===== src/rtl/fsm_input_conditioner.sv =====
// Conditions the raw x/y sources into clock-synchronous, debounced FSM inputs.
// Each channel has a 2-flop synchronizer, a debounce filter, rise pulses and a glitch counter.
module fsm_input_conditioner #(
    parameter int unsigned DEBOUNCE_CYCLES = 4,
    parameter int unsigned CNT_W           = 8
) (
    input  logic             clk,
    input  logic             res,
    input  logic             x_raw,
    input  logic             y_raw,
    input  logic             freeze,
    output logic             x,
    output logic             y,
    output logic             x_rise,
    output logic             y_rise,
    output logic             chg,
    output logic [CNT_W-1:0] x_glitch,
    output logic [CNT_W-1:0] y_glitch
);

    localparam int unsigned      NCH      = 2;
    localparam logic [CNT_W-1:0] CNT_LAST = CNT_W'(DEBOUNCE_CYCLES - 1);
    localparam logic [CNT_W-1:0] CNT_SAT  = '1;

    // Reject parameter sets the counters cannot represent.
    if (DEBOUNCE_CYCLES < 1 || DEBOUNCE_CYCLES > 255) begin : g_bad_debounce
        $fatal(1, "fsm_input_conditioner: DEBOUNCE_CYCLES must be in 1..255");
    end
    if (CNT_W < 1 || ((DEBOUNCE_CYCLES - 1) >> CNT_W) != 0) begin : g_bad_cnt_w
        $fatal(1, "fsm_input_conditioner: CNT_W too narrow for DEBOUNCE_CYCLES");
    end

    logic [NCH-1:0]            w_raw;
    logic [NCH-1:0]            r_s1;
    logic [NCH-1:0]            r_s2;
    logic [NCH-1:0]            r_out;
    logic [NCH-1:0]            r_rise;
    logic                      r_chg;
    logic [NCH-1:0][CNT_W-1:0] r_cnt;
    logic [NCH-1:0][CNT_W-1:0] r_glitch;

    logic [NCH-1:0]            w_out_nxt;
    logic [NCH-1:0]            w_upd;
    logic [NCH-1:0][CNT_W-1:0] w_cnt_nxt;
    logic [NCH-1:0][CNT_W-1:0] w_glitch_nxt;

    assign w_raw = {y_raw, x_raw};

    // Debounce filter next-state, channel 0 = x, channel 1 = y.
    always_comb begin
        w_out_nxt    = r_out;
        w_upd        = '0;
        w_cnt_nxt    = r_cnt;
        w_glitch_nxt = r_glitch;
        for (int i = 0; i < NCH; i++) begin
            if (freeze) begin
                w_cnt_nxt[i] = '0;
            end else if (r_s2[i] == r_out[i]) begin
                if (r_cnt[i] != '0) begin
                    w_cnt_nxt[i] = '0;
                    if (r_glitch[i] != CNT_SAT) begin
                        w_glitch_nxt[i] = r_glitch[i] + CNT_W'(1);
                    end
                end
            end else if (r_cnt[i] == CNT_LAST) begin
                w_out_nxt[i] = r_s2[i];
                w_cnt_nxt[i] = '0;
                w_upd[i]     = 1'b1;
            end else begin
                w_cnt_nxt[i] = r_cnt[i] + CNT_W'(1);
            end
        end
    end

    always_ff @(posedge clk or negedge res) begin
        if (!res) begin
            r_s1     <= '0;
            r_s2     <= '0;
            r_out    <= '0;
            r_rise   <= '0;
            r_chg    <= 1'b0;
            r_cnt    <= '0;
            r_glitch <= '0;
        end else begin
            r_s1     <= w_raw;
            r_s2     <= r_s1;
            r_out    <= w_out_nxt;
            r_rise   <= w_upd & w_out_nxt;
            r_chg    <= |w_upd;
            r_cnt    <= w_cnt_nxt;
            r_glitch <= w_glitch_nxt;
        end
    end

    assign x        = r_out[0];
    assign y        = r_out[1];
    assign x_rise   = r_rise[0];
    assign y_rise   = r_rise[1];
    assign chg      = r_chg;
    assign x_glitch = r_glitch[0];
    assign y_glitch = r_glitch[1];

endmodule

===== config.mk =====
export PLATFORM = sky130hd
export DESIGN_NAME = fsm_input_conditioner
export DESIGN_NICKNAME = d
export VERILOG_FILES = /design/src/rtl/fsm_input_conditioner.sv
export SDC_FILE = /design/constraint.sdc
export NUM_CORES = 1
export LEC_CHECK = 0
export ABC_AREA = 1
export BUFFER_PORTS_ARGS = -buffer_cell sky130_fd_sc_hd__clkbuf_2
export CAP_MARGIN = 20
export CORE_UTILIZATION = 35
export DETAILED_ROUTE_END_ITERATION = 10
export GPL_ROUTABILITY_DRIVEN = 0
export MAX_ROUTING_LAYER = met4
export PLACE_DENSITY = 0.51
export SYNTH_ARGS = -nofsm -noshare
export SYNTH_HDL_FRONTEND = slang
export SYNTH_SLANG_ARGS = --single-unit

===== constraint.sdc =====
create_clock -name clk -period 2.7 [get_ports clk]
set_input_delay 0.27 -clock clk [delete_from_list [all_inputs] [get_ports clk]]
set_output_delay 0.27 -clock clk [all_outputs]
set_load 0.005 [all_outputs]

==> results.json, run 1 <==
{
  "grt_pass1_wl_um": 7960,
  "syn_nets": 306,
  "synthFlopType": "dfrtp_1",
  "antenna_found_initial": 0,
  "timing.final.crit_share": 0.541,
  "placed_area_um2": 2490,
  "intPower_uw": 1100,
  "drt_iter0_drc": 96,
  "synth_seq_cells": 41,
  "grt_setup_unrepaired": "false",
  "cts_buffers": 5,
  "ys_top_cells_by_count": "nand2_1, dfrtp_1, nand3_1, inv_1, nor2_1",
  "crit_arrival_ps": 1680,
  "cpMostUsedCell": "nand2_1",
  "clk_pin_slew_ps": 80,
  "fin_area_um2": 2590,
  "io_pins": 26,
  "clock_latency_ps": 280,
  "drt-pass1-iter-count": 4,
  "core_um2": 6100,
  "cellLeakagePower_uw": 0.00134,
  "grt-ovfl-total": 0,
  "die-area_um2": 6810,
  "crit_fanout": 8,
  "syn_area_um2": 2270,
  "power_density_nw_per_um2": 673,
  "synth_area_per_cell_um2": 7.74,
  "crit_required_ps": 2920,
  "relSlewSlack": 0.605,
  "finalPower_uw": 1740,
  "post-cts-setup-buffers": 0,
  "critical_path.slowest_cell": "dfrtp_1",
  "worstSetupEndpointType": "register",
  "vdd_drop_max_uv": 346,
  "post_drt_wl_per_cell_um": 11.3,
  "wl_um": 4530,
  "critical_path_class": "register to register",
  "finalHoldViolations": 0,
  "switching_share": 0.369,
  "critical_path.max_stage_delay_ps": 450,
  "yosysWarningCount": 0,
  "tns_ps": 0,
  "htree_levels": 2,
  "synth_cells": 293,
  "drtAntennaViolNets": 0,
  "post-place-ws_ps": 1250,
  "yosysTopAreaCellShare": 0.452,
  "cts-resized-gates": 0,
  "cts-root-buf": "clkbuf_8",
  "cts_buffer_depth": 2,
  "max_freq_mhz": 685,
  "grt_use_total": 0.159,
  "tritoncts": "built",
  "diodes": 0,
  "drive_gt1_frac": 0.129,
  "seqPwrFrac": 0.484,
  "hold_start": "x_raw",
  "cap_viol_max_count": 0,
  "tightest_slew_ps": 592,
  "vias_per_cell": 4.65,
  "post-route-util": 0.424,
  "skew_ps": 4.97,
  "cts_sinks": 41,
  "synth_edf_count": 0,
  "grt_pass1_vias": 1642,
  "async_flop_share": 1.00,
  "synth_top_area_cell": "dfrtp_1",
  "startpoint_type": "register",
  "combinationalPowerShare": 0.283,
  "startpoint": "r_cnt[8]",
  "grt_max_degree": 24,
  "r2r_start": "r_cnt[8]",
  "yosys.cell_types.count": 18,
  "yosysSeqAreaShare": 0.452,
  "clkPwrFrac": 0.232,
  "die_x_um": 82.5,
  "cts_hold_buf": 1,
  "synthToLayoutAreaGrowth_pct": 14.1,
  "fillers": 657,
  "synth.most_common_cell": "nand2_1",
  "period_needed_ps": 1460,
  "worstPathCellList": "inv_1 > ha_1 > nand2_1 > nor2_1 > nor2_2 > nand3_1 > nand2_1",
  "num_vias": 1864,
  "drv_slew": 0,
  "die_h_um": 82.5,
  "final.setup.worst_slack_ps": 1240,
  "ys_top_cells_by_area": "dfrtp_1, nand2_1, nand3_1, inv_1, nor2_1",
  "fin_nets": 339,
  "setup_viol": 0,
  "portBuffers": 25,
  "hpwl_um": 3260,
  "outcome": "completed",
  "num_rows": 28,
  "min_path_type": "input port to register",
  "drc": 0,
  "p_sw_uw": 642,
  "start_util": 0.372
}
-- layout by cell type (no fill, tap or decap) --
cell	instances
clkbuf_8	6
dfrtp_1	41
nor3_1	4
ha_1	8
dlygate4sd3_1	1
nand4_1	1
buf_4	1
nand2_1	97
xor2_1	8
nor2_1	33
clkbuf_2	25
nand2_2	2
nand3_4	4
o21bai_1	2
inv_1	34
nor2_4	2
o21ai_0	8
nand3b_1	2
nand3_1	39
xnor2_1	5
clkbuf_1	1
nor2_2	2
-- power groups by stage --
stage / clock network, uW / registers, uW / logic (uW)
finish: 405 / 843 / 493
detailed placement: 0 / 856 / 500
global placement: 0 / 853 / 498
global route: 444 / 862 / 592
CTS: 418 / 844 / 503
floorplan: 0 / 831 / 334
-- metal layers --
layer / part of all wire / GRT usage / up-vias
li1: - / - / 986
met2: 0.41 / 0.225 / 28
met4: 0.0057 / 0.0310 / 0
met3: 0.036 / 0.0352 / 2
met1: 0.55 / 0.232 / 848
met5: 0 / - / -
-- state kept, by name, summed over array words and instances, names as in the netlist --
register  cells
r_cnt        16
x_glitch      8
y_glitch      8
r_out         2
r_rise        2
r_s1          2
r_s2          2
chg           1
-- kinds of logic after synthesis --
kind of cell,share of synthesized area
xor gates and xnor gates,0.0502
AOI/OAI and AO/OA,0.0243
DFF,0.452
buffers and inverters,0.0579
adders and majority gates,0.0441
and+or+nand+nor,0.371
-- final timing paths --
path / end / slack (ps) / cells after the start
worst max-delay path: y_glitch[2] / 1240 / 7
worst min-delay path: r_s1[0] / 90 / 1
max in group asynchronous: r_s2[1] / 1490 / 3
worst min register to register: r_s2[0] / 350 / 0
worst max register to register: y_glitch[2] / 1240 / 7
min in group asynchronous: r_cnt[14] / 510 / 2
-- critical path, delay by kind of cell, from the launching register on --
family	cells	cell delay, ps
buf+inv	1	90
flops	1	450
simple gates	5	660
fa+ha+maj	1	200
-- layout make-up --
class / count / area, um2 / area share
multi-input combinational: 217 / 1110 / 0.429
sequential: 41 / 1030 / 0.397
timing repair buffer: 27 / 143 / 0.0551
inverter: 34 / 128 / 0.0493
tap: 75 / 93.8 / 0.0363
clock buffer: 7 / 86.3 / 0.0334
-- through the flow --
step                      hold WS, ps  cells
after global routing             69.6    401
after global placement            306    393
after detailed placement          313    393
after CTS                        80.7    401
after floorplan                 -25.6    293
final                            88.4    401
Power figures use the tool's default switching activity.
==> run 2: changes to the inputs <==
==> constraint.sdc (replaced) <==
create_clock -name clk -period 1.5 [get_ports clk]
set_input_delay 0.15 -clock clk [delete_from_list [all_inputs] [get_ports clk]]
set_output_delay 0.15 -clock clk [all_outputs]
set_load 0.005 [all_outputs]
==> run 2 against run 1 <==
First-iteration DRC count shrank 15%. Global-route usage up 0.35 points. Register-to-register slack got worse by 1100 ps. Clock skew about the same. Clock power rose by 73%.
==> results.json, run 2 (synthesized netlist as in run 1, its figures left out) <==
{
  "final.setup.worst_slack_ps": 167,
  "hpwl_um": 3210,
  "final_common_cell": "nand2_1",
  "critical_path.max_stage_delay_ps": 410,
  "drt-pass1-iter-count": 4,
  "worstSetupEndpointType": "register",
  "diodes": 0,
  "crit_arrival_ps": 1510,
  "die-area_um2": 6810,
  "clock_latency_ps": 290,
  "die_x_um": 82.5,
  "crit_required_ps": 1680,
  "cts_sinks": 41,
  "cellLeakagePower_uw": 0.00140,
  "critical_path.slowest_cell": "dfrtp_1",
  "cts_buffer_depth": 2,
  "timing.final.crit_share": 0.888,
  "vdd_drop_max_uv": 597,
  "io_pins": 26,
  "core_um2": 6100,
  "min_path_type": "input port to register",
  "setup_viol": 0,
  "fin_nets": 349,
  "clk_pin_slew_ps": 80,
  "startpoint_type": "register",
  "layout_common_cells": "nand2_1, dfrtp_1, nand3_1",
  "grt_pass1_wl_um": 8110,
  "htree_levels": 2,
  "tritoncts": "built",
  "portBuffers": 25,
  "die_h_um": 82.5,
  "vias_per_cell": 4.54,
  "drive_gt1_frac": 0.157,
  "post_drt_wl_per_cell_um": 11.2,
  "period_needed_ps": 1330,
  "cts_buffers": 5,
  "grt_use_total": 0.162,
  "largest_reg_flops": 16,
  "dp_cells": 397,
  "start_util": 0.372,
  "worstPathCellList": "ha_1 > nand2_1 > inv_1 > nand3_4 > buf_12 > nand3_1 > nand2_1",
  "wl_um": 4610,
  "drv_slew": 0,
  "post-place-ws_ps": 86.6,
  "power_density_nw_per_um2": 1200,
  "synthToLayoutAreaGrowth_pct": 19.1,
  "grt_pass1_vias": 1783,
  "num_rows": 28,
  "grt_max_degree": 42,
  "grt_setup_unrepaired": "false",
  "num_vias": 1869,
  "drt_iter0_drc": 82,
  "outcome": "completed",
  "tightest_slew_ps": 252,
  "regMostFlops": "r_cnt",
  "cap_viol_max_count": 0,
  "cpMostUsedCell": "nand2_1",
  "tns_ps": 0,
  "cts-root-buf": "clkbuf_8",
  "antenna_found_initial": 0,
  "relSlewSlack": 0.832,
  "finalHoldViolations": 0,
  "drc": 0,
  "skew_ps": 5.14,
  "crit_fanout": 6,
  "max_freq_mhz": 750,
  "timing.hold.ws_ps": 223,
  "critical_path_class": "register to register",
  "drtAntennaViolNets": 0,
  "instances_no_fill": 412,
  "grt-ovfl-total": 0
}
[run 2: metal layers]
layer  track usage  part of all wire  vias up
met3        0.0363             0.036        8
met5             -                 0        -
met1         0.214              0.52      828
met2         0.242              0.43       28
met4        0.0621             0.017        0
li1              -                 -     1005
[run 2: path summary, 6_finish.rpt]
path	slack, ps	startpoint	to	cells past startpoint
worst max-delay path	170	y_glitch[0]	y_glitch[2]	7
worst min-delay path	220	freeze	r_cnt[5]	3
worst max register to register	170	y_glitch[0]	y_glitch[2]	7
worst min register to register	350	r_s1[1]	r_s2[1]	0
max in group asynchronous	930	res	r_cnt[8]	3
min in group asynchronous	370	res	r_cnt[14]	3
[run 2: layout make-up]
type | instances | area [um2]
inverters | 34 | 128
well taps | 75 | 93.8
flip-flops and latches | 41 | 1030
multi-input cells | 217 | 1120
clock inverters | 2 | 10.0
fillers | 632 | 3390
clock buffers | 6 | 72.6
repair buffers | 37 | 248
[run 2: critical path: cells and delay by family (launching register included)]
kind | cells | cell delay, ps
flip-flops | 1 | 410
AND/OR/NAND/NOR | 4 | 310
buffers and inverters | 2 | 280
adder cells (fa/ha/maj) | 1 | 220
[run 2: repair_timing]
| item | 4_1_cts | 5_1_grt |
|---|---|---|
| endpoints found under the hold margin | 43 | 0 |
| hold buffers | 3 | 0 |
| setup endpoints to repair | 0 | 14 |
| gates resized for setup | 0 | 5 |
| setup buffers | 0 | 4 |
[run 2: per-stage QoR]
stage / util / instance area (um2) / total power [uW]
global route: 0.443 / 2700 / 3510
CTS: 0.434 / 2650 / 3240
detailed placement: 0.416 / 2530 / 2490
global placement: 0.416 / 2530 / 2480
floorplan: - / 2270 / 2100
finish: 0.443 / 2700 / 3230
[run 2: report_power, final]
group	total (uW)	internal, uW	switching, uW
logic	1050	430	617
clock network	699	323	376
registers	1490	1280	210
total	3230	2030	1200
